[src/rtl/uart_pkg.sv]
// Shared UART definitions: state encodings and default bit timing.
// The transmitter imports this package as well.
package uart_pkg;
  localparam int COUNT_CYCLES_DEF = 100_000_000 / 9600;

  localparam logic [2:0] ST_IDLE     = 3'd0;
  localparam logic [2:0] ST_START    = 3'd1;
  localparam logic [2:0] ST_DATA     = 3'd2;
  localparam logic [2:0] ST_STOP     = 3'd3;
  localparam logic [2:0] ST_CLEAN_UP = 3'd4;

  typedef enum logic [2:0] {
    IDLE     = ST_IDLE,
    START    = ST_START,
    DATA     = ST_DATA,
    STOP     = ST_STOP,
    CLEAN_UP = ST_CLEAN_UP
  } uart_state_e;
endpackage

[src/rtl/uart_rx_if.sv]
// Parallel side of the UART receiver: received byte, strobes and busy flag.
interface uart_rx_if;
  logic [7:0] data_out;
  logic       valid;
  logic       frame_err;
  logic       busy;

  modport master (output data_out, valid, frame_err, busy);
  modport slave  (input  data_out, valid, frame_err, busy);
endinterface

[src/rtl/uart_rx_sync_2ff.sv]
// Generic two-flop synchroniser for asynchronous inputs, with a
// parameterised reset value so idle-high lines come out of reset idle.
module sync_2ff #(
  parameter int               WIDTH   = 1,
  parameter logic [WIDTH-1:0] RST_VAL = '0
) (
  input  logic             clk,
  input  logic             rst,
  input  logic [WIDTH-1:0] d,
  output logic [WIDTH-1:0] q
);
  logic [WIDTH-1:0] meta_q, sync_q;

  always_ff @(posedge clk or posedge rst) begin
    if (rst) begin
      meta_q <= RST_VAL;
      sync_q <= RST_VAL;
    end else begin
      meta_q <= d;
      sync_q <= meta_q;
    end
  end

  assign q = sync_q;
endmodule

[src/rtl/uart_rx.sv]
// 8N1 UART receiver: mid-bit sampling from a qualified start edge,
// byte output with one-cycle valid / frame_err strobes.
module uart_rx
  import uart_pkg::*;
#(
  parameter int COUNT_CYCLES = COUNT_CYCLES_DEF
) (
  input  logic      clk,
  input  logic      rst,
  input  logic      rx,
  uart_rx_if.master bus
);
  localparam logic [15:0] HALF_M1 = 16'(COUNT_CYCLES / 2 - 1);
  localparam logic [15:0] BIT_M1  = 16'(COUNT_CYCLES - 1);

  logic rx_s;

  sync_2ff #(.WIDTH(1), .RST_VAL(1'b1)) u_sync (
    .clk (clk),
    .rst (rst),
    .d   (rx),
    .q   (rx_s)
  );

  uart_state_e state_q, state_d;
  logic [15:0] cnt_q, cnt_d;
  logic [2:0]  bit_idx_q, bit_idx_d;
  logic [7:0]  shreg_q, shreg_d;
  logic [7:0]  data_out_q, data_out_d;
  logic        valid_q, valid_d;
  logic        frame_err_q, frame_err_d;
  logic        busy_q, busy_d;

  always_comb begin
    state_d     = state_q;
    cnt_d       = cnt_q;
    bit_idx_d   = bit_idx_q;
    shreg_d     = shreg_q;
    data_out_d  = data_out_q;
    valid_d     = 1'b0;
    frame_err_d = 1'b0;
    busy_d      = busy_q;
    case (state_q)
      IDLE: begin
        cnt_d     = '0;
        bit_idx_d = '0;
        busy_d    = 1'b0;
        if (!rx_s) begin
          state_d = START;
          busy_d  = 1'b1;
        end
      end
      START: begin
        if (cnt_q == HALF_M1) begin
          cnt_d = '0;
          if (rx_s) begin
            // start bit did not survive to mid-bit: treat as a glitch
            state_d = IDLE;
            busy_d  = 1'b0;
          end else begin
            state_d = DATA;
          end
        end else begin
          cnt_d = cnt_q + 16'd1;
        end
      end
      DATA: begin
        if (cnt_q == BIT_M1) begin
          cnt_d              = '0;
          shreg_d[bit_idx_q] = rx_s;
          if (bit_idx_q == 3'd7) state_d = STOP;
          else                   bit_idx_d = bit_idx_q + 3'd1;
        end else begin
          cnt_d = cnt_q + 16'd1;
        end
      end
      STOP: begin
        if (cnt_q == BIT_M1) begin
          cnt_d   = '0;
          state_d = CLEAN_UP;
          if (rx_s) begin
            data_out_d = shreg_q;
            valid_d    = 1'b1;
          end else begin
            frame_err_d = 1'b1;
          end
        end else begin
          cnt_d = cnt_q + 16'd1;
        end
      end
      CLEAN_UP: begin
        // hold here through a break so a held-low line cannot start a frame
        if (rx_s) begin
          state_d = IDLE;
          busy_d  = 1'b0;
        end
      end
      default: begin
        state_d = IDLE;
        busy_d  = 1'b0;
      end
    endcase
  end

  always_ff @(posedge clk or posedge rst) begin
    if (rst) begin
      state_q     <= IDLE;
      cnt_q       <= '0;
      bit_idx_q   <= '0;
      shreg_q     <= '0;
      data_out_q  <= '0;
      valid_q     <= 1'b0;
      frame_err_q <= 1'b0;
      busy_q      <= 1'b0;
    end else begin
      state_q     <= state_d;
      cnt_q       <= cnt_d;
      bit_idx_q   <= bit_idx_d;
      shreg_q     <= shreg_d;
      data_out_q  <= data_out_d;
      valid_q     <= valid_d;
      frame_err_q <= frame_err_d;
      busy_q      <= busy_d;
    end
  end

  assign bus.data_out  = data_out_q;
  assign bus.valid     = valid_q;
  assign bus.frame_err = frame_err_q;
  assign bus.busy      = busy_q;
endmodule

[src/flat_wrapper.sv]
// flat-port wrapper written by rule: the top's interface ports become plain ports
module uart_rx_flat import uart_pkg::*;
#(
  parameter int COUNT_CYCLES = COUNT_CYCLES_DEF
)
  (clk, rst, rx, bus_data_out, bus_valid, bus_frame_err, bus_busy);
  uart_rx_if bus_i ();
  input  logic clk;
  input  logic rst;
  input  logic rx;
  output wire logic [$bits(bus_i.data_out)-1:0] bus_data_out;
  output wire logic [$bits(bus_i.valid)-1:0] bus_valid;
  output wire logic [$bits(bus_i.frame_err)-1:0] bus_frame_err;
  output wire logic [$bits(bus_i.busy)-1:0] bus_busy;
  assign bus_data_out = bus_i.data_out;
  assign bus_valid = bus_i.valid;
  assign bus_frame_err = bus_i.frame_err;
  assign bus_busy = bus_i.busy;
  uart_rx #(.COUNT_CYCLES(COUNT_CYCLES)) u_core (.clk(clk), .rst(rst), .rx(rx), .bus(bus_i));
endmodule
[config.mk]
export PLATFORM = sky130hd
export DESIGN_NAME = uart_rx_flat
export DESIGN_NICKNAME = d
export VERILOG_FILES = /design/src/rtl/uart_pkg.sv /design/src/rtl/uart_rx_if.sv /design/src/rtl/uart_rx_sync_2ff.sv /design/src/rtl/uart_rx.sv /design/src/flat_wrapper.sv
export SDC_FILE = /design/constraint.sdc
export NUM_CORES = 1
export LEC_CHECK = 0
export ABC_AREA = 1
export ABC_CLOCK_PERIOD_IN_PS = 1580
export CAP_MARGIN = 20
export CORE_UTILIZATION = 45
export CTS_CLUSTER_SIZE = 28
export DETAILED_ROUTE_END_ITERATION = 10
export DONT_BUFFER_PORTS = 1
export PLACE_DENSITY = 0.66
export SETUP_SLACK_MARGIN = 0.02
export SYNTH_ARGS = -nofsm -noshare
export SYNTH_HDL_FRONTEND = slang
export SYNTH_SLANG_ARGS = --single-unit
[constraint.sdc]
create_clock -name clk -period 1.58 [get_ports clk]
set_input_delay 0.237 -clock clk [delete_from_list [all_inputs] [get_ports clk]]
set_output_delay 0.237 -clock clk [all_outputs]
set_load 0.005 [all_outputs]
==> results.toml <==
[drt]
post-route-drc-count = 0
via_density = 5.039
drt_pass1_iterations = 4
detailed_router_s_first_iteration_violation_count = 149
wl_per_cell_um = 12.00
route.vias.total = 2076
drt-total-wl_um = 4944
antenna_violating_nets_post_route = 0

[critical_path]
criticalPathCategory = "register to register"
worst-endpoint-arrival_ps = 1710
cp_top_family = "simple AND/OR/NAND/NOR gates"
crit_path_top_delay_cell = "dfrtp_1"
endpoint_kind = "register"
timing.critical_path.fanout_max = 5
crit_path_max_incr_delay_ps = 400
crit_path_frequent_cell = "nand2_1"
cp_data_required_time_ps = 1780
startpoint_type = "register"
critical_path.n_buffers_inverters = 1
worstPathCellList = "ha_4, nand3_4, nor2_1, nand2_1, o21ai_0, nand2_1, nand2_1, inv_1"

[pwr]
cellLeakagePower_nw = 1.366
max-vdd-ir-drop_mv = 0.4699
powerDensity_nw_per_um2 = 676.9

[timing]
final_hold_viol_count = 0
holdWs_ps = 359.7
period_share = 0.9577
clock_skew_ps = 8.880
timing.max_slew.rel_slack = 0.7590
slew_worst_pin_ps = 359.6
max_freq_mhz = 660.9
setup_violations = 0
final.min_clock_period_ps = 1513
setup_repair_after_global_routing_missed_its_margin = "true"
slew_violations = 0

[yosys]
synth.ff_latch_count = 43
synth_cells = 316
synth.top_cell.area_share = 0.4325
number_of_nets_in_the_synthesized_netlist = 322
synth.yosys.seq_area_share = 0.4546
syn_avg_cell_area_um2 = 7.507
synth_cell_types = 28
synthDominantAreaCellType = "dfrtp_1"
syn-cell-area_um2 = 2372
ys_top_cells_by_area = "dfrtp_1 43%, nand2_1 19%, nor2_1 6.0%"
yosysWarningCount = 0

[clock_tree]
cts.path.max_buffers = 2
numClockSinks = 43
cts_h_tree_lvls = 2
ctsRootBufferMaster = "clkbuf_8"
clock_tree_from_tritoncts = "built"
insertion_delay_ps = 300
numCtsBuffers = 5
clk_pin_slew_ps = 80

[floorplanning]
die_y_um = 74.61
coreArea_um2 = 5107
initial_util = 0.4645
placementRows = 26
io-pin-count = 14
dieWidth_um = 74.61
floorplan.die_area_um2 = 5566

[flow_run]
max-cap-violations = 0

[final_layout]
layout_common_cells = "114 x nand2_1, 39 x dfrtp_1, 33 x nor2_1"
multiInputGateArea_um2 = 1201
diodes = 0
final_layout_size_suffix_gt1_frac = 0.2222
sequential_standard_cell_area_um2 = 1081
mostFrequentLayoutCell = "nand2_1"
final_nets = 347
fin_util = 0.5402
layout.filler_cells = 467
flow.area_growth_from_synthesis_pct = 16.30

[grt]
grt_antenna_before_repair = 0
gr-usage-all-layers = 0.1855
grt_first_pass_wirelength_um = 7741
grt_overflow = 0
grt_max_degree = 25
grt_pass1_vias = 1763

[min_path]
hold_path_class = "register to register"

[placement]
dp_hpwl_um = 3517
placement.io_buffers = 0
place_congestion = 0.9888

[run_status]
outcome = "completed"
-- layout make-up --
| class | count | area share |
|---|---|---|
| well taps | 70 | 0.03175 |
| clock buffers | 5 | 0.02494 |
| flip-flops and latches | 43 | 0.3918 |
| repair inverters | 1 | 0.003175 |
| clock inverters | 3 | 0.008617 |
| inverters | 32 | 0.04807 |
| multi-input cells | 238 | 0.4354 |
| repair buffers | 20 | 0.05624 |
-- where the power goes --
group / switching [mW] / internal (mW) / leakage [nW]
clock: 0.405 / 0.316 / 0.0408
sequential: 0.00103 / 1.10 / 0.572
combinational: 0.0303 / 0.0114 / 0.754
total: 0.436 / 1.43 / 1.37
-- layer usage --
metal  vias up  wire, µm  global-route usage
met1       979      2433              0.2570
met4         0       108             0.06080
met3        14       194             0.04607
met2        46      2206              0.2843
li1       1037         -                   -
met5         -         0                   0
-- cells by family after synthesis --
logic type               share of synthesized area
AND/OR/NAND/NOR                             0.4251
flip-flops                                  0.4546
buffers and inverters                      0.06487
AO/OA/AOI/OAI                              0.02109
XOR/XNOR                                   0.01846
adder cells (fa/ha/maj)                    0.01582
-- Yosys cell counts --
master,n
nand2_1,118
dfrtp_1,41
nor2_1,38
inv_1,28
nand3_1,26
nor2_2,15
nand4_1,9
nand2_2,4
o21ai_0,4
xor2_1,4
ha_1,3
inv_2,3
nor2_4,3
buf_2,2
dfstp_2,2
nand2_4,2
nand3_4,2
o22ai_1,2
a21oi_1,1
buf_4,1
buf_6,1
inv_6,1
nand3_2,1
nor3_2,1
o21ai_1,1
o31ai_1,1
or2_2,1
xnor2_1,1
-- per-stage QoR --
stage	area, µm²	total power, mW	setup TNS [ps]	setup WS [ps]	cells
after floorplan	2372	1.150	0	145.4	316
after global placement	2544	1.166	0	15.01	397
after detailed placement	2544	1.166	-37.10	-12.88	397
after CTS	2664	1.895	0	27.48	407
after global routing	2759	1.947	-61.46	-26.39	412
final	2759	1.867	0	66.87	412
-- sequential cells by signal, indices dropped and copies added, names as in the netlist --
| name | count |
|---|---|
| u_core.cnt_q | 16 |
| u_core.bus.frame_err | 1 |
| u_core.u_sync.q | 1 |
| u_core.bus.valid | 1 |
| u_core.bus.data_out | 8 |
| u_core.state_q | 3 |
| u_core.bit_idx_q | 3 |
| u_core.u_sync.meta_q | 1 |
| u_core.shreg_q | 8 |
| u_core.bus.busy | 1 |
-- worst register-to-register path: stages, from the launching register on --
cell and delay (ps):
dfrtp_1 400, ha_4 180, nand3_4 110, nor2_1 190
nand2_1 160, o21ai_0 180, nand2_1 80, nand2_1 80
inv_1 40
-- path summary, 6_finish.rpt --
check	startpoint	end	slack (ps)	depth (start not counted)
hold reg to reg	u_core.u_sync.meta_q$_DFF_PP1_	u_core.u_sync.q$_DFF_PP1_	360	0
setup reg to reg	u_core.cnt_q[1]$_DFFE_PP0P_	u_core.cnt_q[12]$_DFFE_PP0P_	70	8
setup / recovery	u_core.cnt_q[1]$_DFFE_PP0P_	u_core.cnt_q[12]$_DFFE_PP0P_	70	8
hold / removal	u_core.u_sync.meta_q$_DFF_PP1_	u_core.u_sync.q$_DFF_PP1_	360	0
max in group asynchronous	rst	u_core.u_sync.q$_DFF_PP1_	850	3
min in group asynchronous	rst	u_core.cnt_q[4]$_DFFE_PP0P_	420	3
-- repair_timing --
item	in CTS	in global routing
cloned	0	2
setup endpoints to repair	13	32
endpoints found under the hold margin	42	0
buffers inserted	0	3
gates resized for setup	2	18
pin swaps	0	5
hold buffers	2	0
Note: power is estimated with default switching activity, not from simulation.
